`src/rtl/comp_serial_cmp.sv`:
```
// rtl/comp_serial_cmp.sv - digit-serial MSB-first magnitude comparator with valid/ready handshakes
// One D-bit digit per RUN cycle; the first differing digit fixes the ordering.
module comp_serial_cmp #(
    parameter int W          = 32,
    parameter int D          = 4,
    parameter int EARLY_EXIT = 0
) (
    input  logic         clk,
    input  logic         rst_n,
    input  logic         in_valid,
    output logic         in_ready,
    input  logic [W-1:0] a,
    input  logic [W-1:0] b,
    input  logic         is_signed,
    input  logic [2:0]   op,
    output logic         out_valid,
    input  logic         out_ready,
    output logic         result,
    output logic         cmp_lt,
    output logic         cmp_eq
);

    localparam int N  = W / D;
    localparam int CW = (N > 1) ? $clog2(N) : 1;
    localparam logic [D-1:0] MSB_MASK = D'(1) << (D - 1);

    localparam logic [2:0] OP_LT = 3'd0;
    localparam logic [2:0] OP_LE = 3'd1;
    localparam logic [2:0] OP_GT = 3'd2;
    localparam logic [2:0] OP_GE = 3'd3;
    localparam logic [2:0] OP_EQ = 3'd4;
    localparam logic [2:0] OP_NE = 3'd5;

    typedef enum logic [1:0] {
        S_IDLE = 2'd0,
        S_RUN  = 2'd1,
        S_DONE = 2'd2
    } state_t;

    state_t          r_state;
    logic [CW-1:0]   r_cnt;
    logic [W-1:0]    r_a;
    logic [W-1:0]    r_b;
    logic [2:0]      r_op;
    logic            r_signed;
    logic            r_decided;
    logic            r_lt;
    logic            r_out_valid;
    logic            r_result;
    logic            r_cmp_lt;
    logic            r_cmp_eq;

    logic            w_top;
    logic [D-1:0]    w_flip;
    logic [D-1:0]    w_da;
    logic [D-1:0]    w_db;
    logic            w_diff;
    logic            w_dec_next;
    logic            w_lt_next;
    logic            w_eq_next;
    logic            w_gt_next;
    logic            w_last;
    logic            w_result;

    // Operands are shifted left each step, so the current digit always sits at the top.
    assign w_top  = (r_cnt == CW'(N - 1));
    assign w_flip = (r_signed && w_top) ? MSB_MASK : '0;
    assign w_da   = r_a[W-1 -: D] ^ w_flip;
    assign w_db   = r_b[W-1 -: D] ^ w_flip;
    assign w_diff = (w_da != w_db);

    assign w_dec_next = r_decided | w_diff;
    assign w_lt_next  = r_decided ? r_lt : (w_da < w_db);
    assign w_eq_next  = ~w_dec_next;
    assign w_gt_next  = w_dec_next & ~w_lt_next;

    assign w_last = (r_cnt == '0) || ((EARLY_EXIT != 0) && w_dec_next);

    always_comb begin
        w_result = 1'b0;
        case (r_op)
            OP_LT:   w_result = w_lt_next;
            OP_LE:   w_result = w_lt_next | w_eq_next;
            OP_GT:   w_result = w_gt_next;
            OP_GE:   w_result = ~w_lt_next;
            OP_EQ:   w_result = w_eq_next;
            OP_NE:   w_result = ~w_eq_next;
            default: w_result = 1'b0;
        endcase
    end

    always_ff @(posedge clk) begin
        if (!rst_n) begin
            r_state     <= S_IDLE;
            r_cnt       <= '0;
            r_a         <= '0;
            r_b         <= '0;
            r_op        <= '0;
            r_signed    <= 1'b0;
            r_decided   <= 1'b0;
            r_lt        <= 1'b0;
            r_out_valid <= 1'b0;
            r_result    <= 1'b0;
            r_cmp_lt    <= 1'b0;
            r_cmp_eq    <= 1'b0;
        end else begin
            case (r_state)
                S_IDLE: begin
                    if (in_valid) begin
                        r_a       <= a;
                        r_b       <= b;
                        r_op      <= op;
                        r_signed  <= is_signed;
                        r_cnt     <= CW'(N - 1);
                        r_decided <= 1'b0;
                        r_lt      <= 1'b0;
                        r_state   <= S_RUN;
                    end
                end
                S_RUN: begin
                    r_decided <= w_dec_next;
                    r_lt      <= w_lt_next;
                    r_a       <= r_a << D;
                    r_b       <= r_b << D;
                    if (w_last) begin
                        r_state     <= S_DONE;
                        r_out_valid <= 1'b1;
                        r_result    <= w_result;
                        r_cmp_lt    <= w_lt_next;
                        r_cmp_eq    <= w_eq_next;
                    end else begin
                        r_cnt <= r_cnt - CW'(1);
                    end
                end
                S_DONE: begin
                    if (out_ready) begin
                        r_state     <= S_IDLE;
                        r_out_valid <= 1'b0;
                    end
                end
                default: begin
                    r_state     <= S_IDLE;
                    r_out_valid <= 1'b0;
                end
            endcase
        end
    end

    assign in_ready  = (r_state == S_IDLE);
    assign out_valid = r_out_valid;
    assign result    = r_result;
    assign cmp_lt    = r_cmp_lt;
    assign cmp_eq    = r_cmp_eq;

endmodule

```
`config.mk`:
```
export PLATFORM = sky130hd
export DESIGN_NAME = comp_serial_cmp
export DESIGN_NICKNAME = d
export VERILOG_FILES = /design/src/rtl/comp_serial_cmp.sv
export SDC_FILE = /design/constraint.sdc
export NUM_CORES = 1
export LEC_CHECK = 0
export ABC_CLOCK_PERIOD_IN_PS = 3900
export CAP_MARGIN = 20
export CORE_ASPECT_RATIO = 2
export CORE_MARGIN = 4
export CORE_UTILIZATION = 40
export DETAILED_ROUTE_END_ITERATION = 16
export PLACE_DENSITY = 0.74
export SYNTH_ARGS = -nofsm -noshare
export SYNTH_HDL_FRONTEND = slang
export SYNTH_SLANG_ARGS = --single-unit
```
`constraint.sdc`:
```
create_clock -name clk -period 3.9 [get_ports clk]
set_input_delay 0.585 -clock clk [delete_from_list [all_inputs] [get_ports clk]]
set_output_delay 0.585 -clock clk [all_outputs]
set_load 0.05 [all_outputs]
```
**Word level (Yosys, flattened, before mapping)**

Index checks and enable logic that the tools add are counted.

- Add/sub/neg operators: 1
- $lt $le $gt $ge: 1
- Equality and inequality tests: 13
- Multiplexer cells: 20
- Bitwise logic cells: 8
- Reductions and logical operators: 11

Operator list:

| cell | count |
|---|---|
| $pmux W32 S2 | 2 |
| $mux W32 | 2 |
| $eq A3 B3 Y1 const B | 3 |
| $reduce_and A3 Y1 | 3 |
| $ne A2 B2 Y1 const B | 4 |
| $xor A4 B4 Y4 | 2 |
| $eq A3 B2 Y1 const B | 2 |
| $logic_not A3 Y1 | 2 |
| $mux W2 | 3 |
| $mux W3 | 2 |
| $pmux W1 S6 | 1 |
| $pmux W2 S3 | 1 |
| $pmux W3 S2 | 1 |
| $reduce_and A2 Y1 | 3 |
| $lt A4 B4 Y1 | 1 |
| $mux W1 | 4 |
| $mux W4 | 1 |
| $ne A4 B4 Y1 | 1 |
| $pmux W1 S2 | 2 |
| $eq A3 B1 Y1 const B | 1 |
| $not A1 Y1 | 3 |
| $pmux W1 S3 | 1 |
| $sub A3 B1 Y3 const B | 1 |
| $eq A2 B1 Y1 const B | 1 |
| other kinds (6) | 7 |

- Flip-flop bits (word level): 79
- Output and inout bits: 5
- Word-level logic and storage cells: 66

**Depth between registers and ports, before layout**

Gate-level depths: netlist of the first run.

- Word-level depth: 9
- Depth in mapped cells: 8

**Worst setup path before layout of the first run**

Ideal clock, no wire load.

- Kind: reg2reg
- From: register r_state[1]
- To: register r_op[0]
- Data arrival time: 1804 ps
- Path slack: 2021 ps
- Cell stages (with the launch flop): 6
- Clock period less this slack: 1879 ps
- Cells stage by stage: dfxtp_1 -> nor2_1 -> and2_1 -> clkbuf_1 -> nand2_1 -> a21boi_0

- Word-level cells in the longest chain between the ends: 2

Ends and longest elaborated chain:

| what | line | RTL |
|---|---|---|
| start, declared | 40 | `state_t r_state;` |
| start signal, assigned | 94 | `r_state <= S_IDLE;` |
| start signal, assigned | 117 | `r_state <= S_RUN;` |
| start signal, assigned | 126 | `r_state <= S_DONE;` |
| $logic_not A2 Y1 | -- |  |
| net in_ready | 11 | `output logic in_ready,` |
| $reduce_and A2 Y1 (no source line) | -- |  |
| end signal, assigned | 112 | `r_op <= op;` |
| end, declared | 44 | `logic [2:0] r_op;` |

The timed path passes the listed nets, and every way through them passes these cells.
A chain may end at the register's enable or synchronous reset.

**Final worst setup path of the first run**

- From: register r_state[1]
- To: output in_ready

- Word-level cells in the longest chain between the ends: 1

Ends and longest elaborated chain:

| what | line | RTL |
|---|---|---|
| $logic_not A2 Y1 | 149 | `assign in_ready = (r_state == S_IDLE);` |
| end, declared | 11 |  |

Every way passes these cells.

==> metrics.md, run 1 <==
| Metric | Value |
|---|---|
| Area leader, netlist | dfxtp_1 |
| Nets@finish | 519 |
| Worst EP required | 3.31 ns |
| Initial core utilization | 40.8% |
| #FFs+latches synth | 79 |
| Crit. End Element | output pin |
| Most crowded layer after global routing | met2 |
| TritonCTS clock tree | built |
| Worst VDD drop | 0.272 mV |
| YS warnings | 0 |
| Antenna Nets Post-Route | 0 |
| Synth top area cells | dfxtp_1 (43%), mux2i_1 (16%), o211a_1 (14%) |
| Post-synthesis simple-gate area fraction | 12.9% |
| Min-Delay Endpoint | r_signed$_SDFFE_PN0P_ |
| Final instance area | 4820 um2 |
| Worst flop-to-flop path startpoint | r_state[1]$_SDFFE_PN0P_ |
| CTS sink cnt | 79 |
| Global-route usage over all layers | 16.8% |
| Max-cap viol count | 0 |
| Hpwl dp | 6030 um |
| Adder-cell share of the synthesized area | 2.35% |
| Hold_buf cts | 0 |
| I/O pins | 77 |
| Synth Instances | 380 |
| Via Count | 2944 |
| Share of the yosys chip area belonging to registers | 43.0% |
| Placement Setup Slack | 1.44 ns |
| Fillers | 816 |
| Share of synthesized registers carrying an async set or reset | 0% |
| Largest net degree at the start of global routing | 60 |
| GP Congestion | 0.851 |
| Num CTS Buffers | 9 |
| ANT cells | 0 |
| Worst Path Max Fanout | 7 |
| Final TNS setup | 0 ns |
| Crit Path Category | flip-flop to output pin |
| Max Fclk | 0.431 GHz |
| Cell Chain, Critical Path | nor2_1 > clkdlybuf4s50_1 |
| Share of cells above drive strength 1 | 5.83% |
| CP arrival | 1.74 ns |
| Min-Delay Path Class | flip-flop to flip-flop |
| Power Density | 506 nW/um2 |
| Actual slew at the worst max-slew pin | 1.03 ns |
| Outcome | finished, final reports clean |
| Row Count | 49 |
| Reg clk slew, reported paths | 0.06 ns |
| Clock latency on the worst-skew pair | 0.34 ns |
| Root buf cell | clkbuf_16 |
| Reg-to-Reg End | r_a[28]$_SDFFE_PN0P_ |
| EDFF count, synth | 0 |
| Post-DP Area | 4500 um2 |
| Iteration-0 DRC Markers | 240 |
| GR Overflow Total | 0 |
| Resize count post-CTS | 0 |
| Synth top area share | 43.0% |
| Final hold violation count | 0 |
| Main flop type after synthesis | dfxtp_1 |
| P_leak | 2.59 nW |
| GR Layer Usage met3 | 2.38% |
| Top-count cell post-synth | dfxtp_1 |
| Postcts setup bufs | 0 |
| Initial antenna violation count | 0 |
| DR vias/cell | 5.37 |
| Post-Syn Nets | 458 |
| Total Wirelength | 8610 um |
| Crit path launch type | flip-flop |
| Vias in the first global route | 2973 |
| Cell Area, Synth | 3680 um2 |
| First-pass DRT Iterations | 4 |
| Hold path cells | 2 |
| RSZ-0062 raised after global routing | false |
| Worst reg-to-reg setup slack | 1.82 ns |
| Core Area | 9010 um2 |
| Mux cell area share after synthesis | 15.5% |
| Die area | 10900 um2 |
| Post-synth top cells | dfxtp_1 (79), nand2_1 (75), mux2i_1 (57) |
| IO buf count | 76 |
| Remaining DRCs | 0 |
| Hold_sp | r_signed$_SDFFE_PN0P_ |
| GRT met1 Usage | 18.9% |
| Synth Area in Compound Gates | 20.9% |
| Worst rel slew slack | 31.6% |
| Final Critical Period | 2.32 ns |
| Distinct cell type count of the synthesized netlist | 35 |
| Clock Skews | 0.00561 ns |
| CP peak stage delay | 0.82 ns |
| Post-Synth XOR/XNOR Area | 0.953% |
| R2R depth | 4 |
| Slew Limit Fails | 0 |
| Final WS setup | 1.58 ns |
| First-pass GRT wire length | 13700 um |
| Drt wl/cell | 15.7 um |
| Slowest cell on crit path | clkdlybuf4s50_1 |
| Post-route clock period utilization | 59.5% |
| Die height | 144 um |
| Clock buffer depth | 2 |
| Largest family of logic cells by synthesized area | compound AO/OA/AOI/OAI gates |
| Syn-to-layout area delta | 31.2% |
| Grt met2 use | 28.3% |
| Syn_area_per_cell | 9.68 um2 |
| H-tree levels | 3 |
| Die span in x | 75.8 um |
| Final setup fails | 0 |
==> layer usage <==
metal  routed length (um)  part of all wire (%)  vias up
met1                 3380                    39     1390
met3                  358                   4.2       20
met4                  349                   4.1        0
met2                 4520                    53       69
li1                     -                     -     1465
met5                    0                     0        -
==> per-stage QoR <==
step	power [mW]	hold slack [ns]	util, %	std cells
floorplan	1.37	0.439	-	380
global placement	1.53	0.469	49.9	532
detailed placement	1.55	0.472	49.9	532
CTS	2.47	0.481	53.5	548
global route	2.57	0.492	53.5	548
finish	2.44	0.473	53.5	548
==> cell families (layout without fill, tap and decap cells) <==
kind of cell             Yosys count  in the layout
XOR/XNOR                           4              4
AO/OA/AOI/OAI                     85             85
AND/OR/NAND/NOR                  107            107
buffers and inverters             41            107
adder cells (fa/ha/maj)            7              7
multiplexers                      57             57
flip-flops                        79             79
==> flip-flops by register name, summed over array words and instances, names as in the netlist <==
register	count
r_op	3
r_decided	1
out_valid	1
r_signed	1
cmp_eq	1
cmp_lt	1
r_lt	1
r_b	32
r_state	2
r_cnt	3
result	1
r_a	32
==> area by class of cell <==
cell class | count | area [um2] | share of cell area (%)
multi-input combinational | 260 | 1950 | 40.4
tap | 102 | 128 | 2.65
clock inverter | 3 | 65.1 | 1.35
sequential | 79 | 1580 | 32.8
timing repair buffer | 81 | 806 | 16.7
inverter | 10 | 37.5 | 0.778
clock buffer | 13 | 260 | 5.39
==> report_power, final <==
group | switching [mW] | internal [mW]
logic | 0.275 | 0.280
registers | 0.0673 | 0.914
clock network | 0.313 | 0.595
total | 0.655 | 1.79
==> worst max-delay path, delay by kind of cell (launching register included) <==
| kind | cells | cell delay (ns) |
|---|---|---|
| buffers and inverters | 1 | 0.82 |
| flip-flops | 1 | 0.39 |
| AND/OR/NAND/NOR | 1 | 0.19 |
==> worst max path at each step <==
stage,startpoint,end,slack [ns],depth (start not counted)
floorplan,r_state[1]$_SDFFE_PN0P_,r_op[0]$_SDFFE_PN0P_,2.02,5
global placement,in_valid,r_a[31]$_SDFFE_PN0P_,1.46,6
detailed placement,in_valid,r_a[31]$_SDFFE_PN0P_,1.44,6
CTS,r_state[1]$_SDFFE_PN0P_,in_ready,1.56,2
global route,r_state[1]$_SDFFE_PN0P_,in_ready,1.46,2
finish,r_state[1]$_SDFFE_PN0P_,in_ready,1.58,2
==> cells in the final DEF (no fill, tap or decap), types with 3 or more instances in the layout <==
cell / instances
clkbuf_16: 9
ha_1: 6
buf_4: 4
nor2_1: 7
o21ai_0: 3
o211a_1: 53
dfxtp_1: 79
nand2_1: 75
xor2_1: 3
a22oi_1: 8
a21oi_1: 4
inv_1: 9
a21boi_0: 6
mux2i_1: 57
and3_1: 5
and2_1: 4
nor2b_1: 10
clkdlybuf4s50_1: 75
No activity file was read; power rests on OpenSTA's default activity.
==> run 2: changes to the inputs <==
--- a/config.mk
+++ b/config.mk
@@ -5,7 +5,7 @@
 export SDC_FILE = /design/constraint.sdc
 export NUM_CORES = 1
 export LEC_CHECK = 0
-export ABC_CLOCK_PERIOD_IN_PS = 3900
+export ABC_CLOCK_PERIOD_IN_PS = 2450
 export CAP_MARGIN = 20
 export CORE_ASPECT_RATIO = 2
 export CORE_MARGIN = 4
==> constraint.sdc (replaced) <==
create_clock -name clk -period 2.45 [get_ports clk]
set_input_delay 0.3675 -clock clk [delete_from_list [all_inputs] [get_ports clk]]
set_output_delay 0.3675 -clock clk [all_outputs]
set_load 0.05 [all_outputs]
==> run 2 against run 1 <==
Compared with the run above: sequential cell count unchanged; critical path depth did not move; die area unchanged; worst hold slack better by 0.0069 ns; first-iteration DRC count shrank 57%; worst setup slack worse by 1.2 ns; non-clock buffer count increased by 4; cell count up 0.55%; clock-buffer cell count increased by 1; clock skew is essentially flat; highest routed layer unchanged.
==> metrics.md, run 2 (same netlist as run 1, synthesis figures left out) <==
| Metric | Value |
|---|---|
| Share of cells above drive strength 1 | 6.01% (was 5.83%) |
| Nets@finish | 523 (was 519) |
| Slew Limit Fails | 0 (unchanged) |
| Sequential Power Share | 43.0% (was 40.1%) |
| Final instance area | 4830 um2 (was 4820 um2) |
| Clock buffer depth | 2 (unchanged) |
| DR vias/cell | 5.27 (was 5.37) |
| Most frequent cells in the layout | dfxtp_1 (79), nand2_1 (75), clkdlybuf4s50_1 (75) (unchanged) |
| Die area | 10900 um2 (unchanged) |
| Max-cap viol count | 0 (unchanged) |
| Clock Skews | 0.00599 ns (was 0.00561 ns) |
| First-pass DRT Iterations | 4 (unchanged) |
| GR Overflow Total | 0 (unchanged) |
| Final WS setup | 0.339 ns (was 1.58 ns) |
| Largest net degree at the start of global routing | 110 (was 60) |
| TritonCTS clock tree | built (unchanged) |
| Antenna Nets Post-Route | 0 (unchanged) |
| Resize count post-CTS | 0 (unchanged) |
| Outcome | finished, final reports clean (unchanged) |
| Util after Layout | 53.5% (about the same) |
| Num CTS Buffers | 9 (unchanged) |
| Worst hold slack | 0.480 ns (was 0.473 ns) |
| Net Sw Frac | 27.7% (was 26.8%) |
| Cell-internal power | 2.62 mW (was 1.79 mW) |
| Max Fclk | 0.474 GHz |
| Min-Delay Endpoint | r_signed$_SDFFE_PN0P_ (unchanged) |
| ANT cells | 0 (unchanged) |
| Worst reg-to-reg setup slack | 0.56 ns (was 1.82 ns) |
| I/O pins | 77 (unchanged) |
| Row Count | 49 (unchanged) |
| Vias in the first global route | 2909 (was 2973) |
| Initial antenna violation count | 0 (unchanged) |
| Logic pwr share | 24.7% (was 22.7%) |
| Initial core utilization | 40.8% (unchanged) |
| Final TNS setup | 0 ns (unchanged) |
| Iteration-0 DRC Markers | 103 (was 240) |
| Final hold violation count | 0 (unchanged) |
| Die span in x | 75.8 um (unchanged) |
| Hpwl dp | 6010 um (was 6030 um) |
| Crit path launch type | flip-flop (unchanged) |
| Hold_buf cts | 0 (unchanged) |
| P_leak | 2.59 nW (about the same) |
| Min-Delay Path Class | flip-flop to flip-flop (unchanged) |
| Via Count | 2902 (was 2944) |
| Hold path cells | 2 (unchanged) |
| Clk pwr share | 32.3% (was 37.2%) |
| Worst EP required | 2.08 ns (was 3.31 ns) |
| Post-DP Area | 4570 um2 (was 4500 um2) |
| R2R depth | 6 (was 4) |
| First-pass GRT wire length | 13400 um (was 13700 um) |
| Total Wirelength | 8300 um (was 8610 um) |
| Crit. End Element | output pin (unchanged) |
| Power Density | 751 nW/um2 (was 506 nW/um2) |
| Actual slew at the worst max-slew pin | 0.532 ns (was 1.03 ns) |
| Switching power | 1.00 mW (was 0.655 mW) |
| IO buf count | 76 (unchanged) |
| GP Congestion | 0.835 (was 0.851) |
| RSZ-0062 raised after global routing | false (unchanged) |
| Drt wl/cell | 15.1 um (was 15.7 um) |
| Root buf cell | clkbuf_16 (unchanged) |
| Most common cell after layout, fill and taps aside | dfxtp_1 (unchanged) |
| Worst VDD drop | 0.586 mV (was 0.272 mV) |
| Reg clk slew, reported paths | 0.05 ns (was 0.06 ns) |
| Core Area | 9010 um2 (unchanged) |
| CP arrival | 1.74 ns (about the same) |
| Placement Setup Slack | 0.532 ns (was 1.44 ns) |
| Remaining DRCs | 0 (unchanged) |
| Die height | 144 um (unchanged) |
| Global-route usage over all layers | 16.2% (was 16.8%) |
| Crit Path Category | flip-flop to output pin (unchanged) |
| Final setup fails | 0 (unchanged) |
| Post-route clock period utilization | 86.2% |
| Worst Path Max Fanout | 7 (unchanged) |
| Final Critical Period | 2.11 ns |
| Postcts setup bufs | 0 (unchanged) |
| Worst flop-to-flop path startpoint | r_b[30]$_SDFFE_PN0P_ (was r_state[1]$_SDFFE_PN0P_) |
| H-tree levels | 3 (unchanged) |
| Syn-to-layout area delta | 31.2% (about the same) |
| Reg-to-Reg End | result$_SDFFE_PN0P_ (was r_a[28]$_SDFFE_PN0P_) |
| Clock latency on the worst-skew pair | 0.32 ns (was 0.34 ns) |
| Worst rel slew slack | 64.2% (was 31.6%) |
| CTS sink cnt | 79 (unchanged) |
| Top flop regs | r_a (32), r_b (32) (unchanged) |
| Hold_sp | r_signed$_SDFFE_PN0P_ (unchanged) |
| Fillers | 815 (was 816) |
==> run 2: changes by cell type in the layout (fill, tap and decap cells not counted) <==
cell / delta
buf_4: +1
clkbuf_1: +2
bufinv_16: -2
clkbuf_8: -1
buf_12: +3
==> run 2: critical path: stages, from the launching register on <==
cell and delay, ns:
dfxtp_1 0.39, nor2_1 0.20, clkdlybuf4s50_1 0.83
==> run 2: area by class of cell <==
type / count / area (um2) / share of cell area, %
clock inverter: 1 / 5.00 / 0.104
inverter: 10 / 37.5 / 0.778
sequential: 79 / 1580 / 32.8
clock buffer: 14 / 254 / 5.26
multi-input combinational: 260 / 1950 / 40.3
tap: 102 / 128 / 2.64
timing repair buffer: 85 / 873 / 18.1
==> run 2: how the worst max path moves through the flow <==
stage / to / startpoint
final: in_ready / r_state[1]$_SDFFE_PN0P_
after global placement: r_decided$_SDFFE_PN0P_ / in_valid
after global routing: in_ready / r_state[1]$_SDFFE_PN0P_
after CTS: in_ready / r_state[1]$_SDFFE_PN0P_
after detailed placement: r_decided$_SDFFE_PN0P_ / in_valid
after floorplan: r_op[0]$_SDFFE_PN0P_ / r_state[1]$_SDFFE_PN0P_
==> run 2: routing by layer <==
metal / up-vias / routed length, um / track usage [%] / share of wire [%]
li1: 1471 / - / - / -
met5: - / 0 / 0 / 0
met3: 15 / 321 / 3.29 / 3.9
met4: 0 / 286 / 8.57 / 3.4
met1: 1355 / 3450 / 19.2 / 42
met2: 61 / 4250 / 26.5 / 51
==> run 2: per-stage QoR <==
stage,instances,power [mW]
final,551,3.63
after global routing,551,3.85
after CTS,551,3.67
after detailed placement,536,2.49
after global placement,536,2.46
after floorplan,380,2.19
==> run 2: power by group through the flow <==
stage,clock network (mW),registers (mW),logic (mW)
6_report,1.17,1.56,0.896
5_1_grt,1.28,1.58,0.997
4_1_cts,1.21,1.56,0.908
3_5_place_dp,0,1.59,0.904
3_3_place_gp,0,1.58,0.880
2_1_floorplan,0,1.57,0.613
==> run 3: changes to the inputs <==
--- a/config.mk
+++ b/config.mk
@@ -12,6 +12,7 @@
 export CORE_UTILIZATION = 40
 export DETAILED_ROUTE_END_ITERATION = 16
 export PLACE_DENSITY = 0.74
+export SKIP_CTS_REPAIR_TIMING = 1
 export SYNTH_ARGS = -nofsm -noshare
 export SYNTH_HDL_FRONTEND = slang
 export SYNTH_SLANG_ARGS = --single-unit
==> results of run 3 <==
The final DEF is identical to that of run 2; final timing and power are the same.
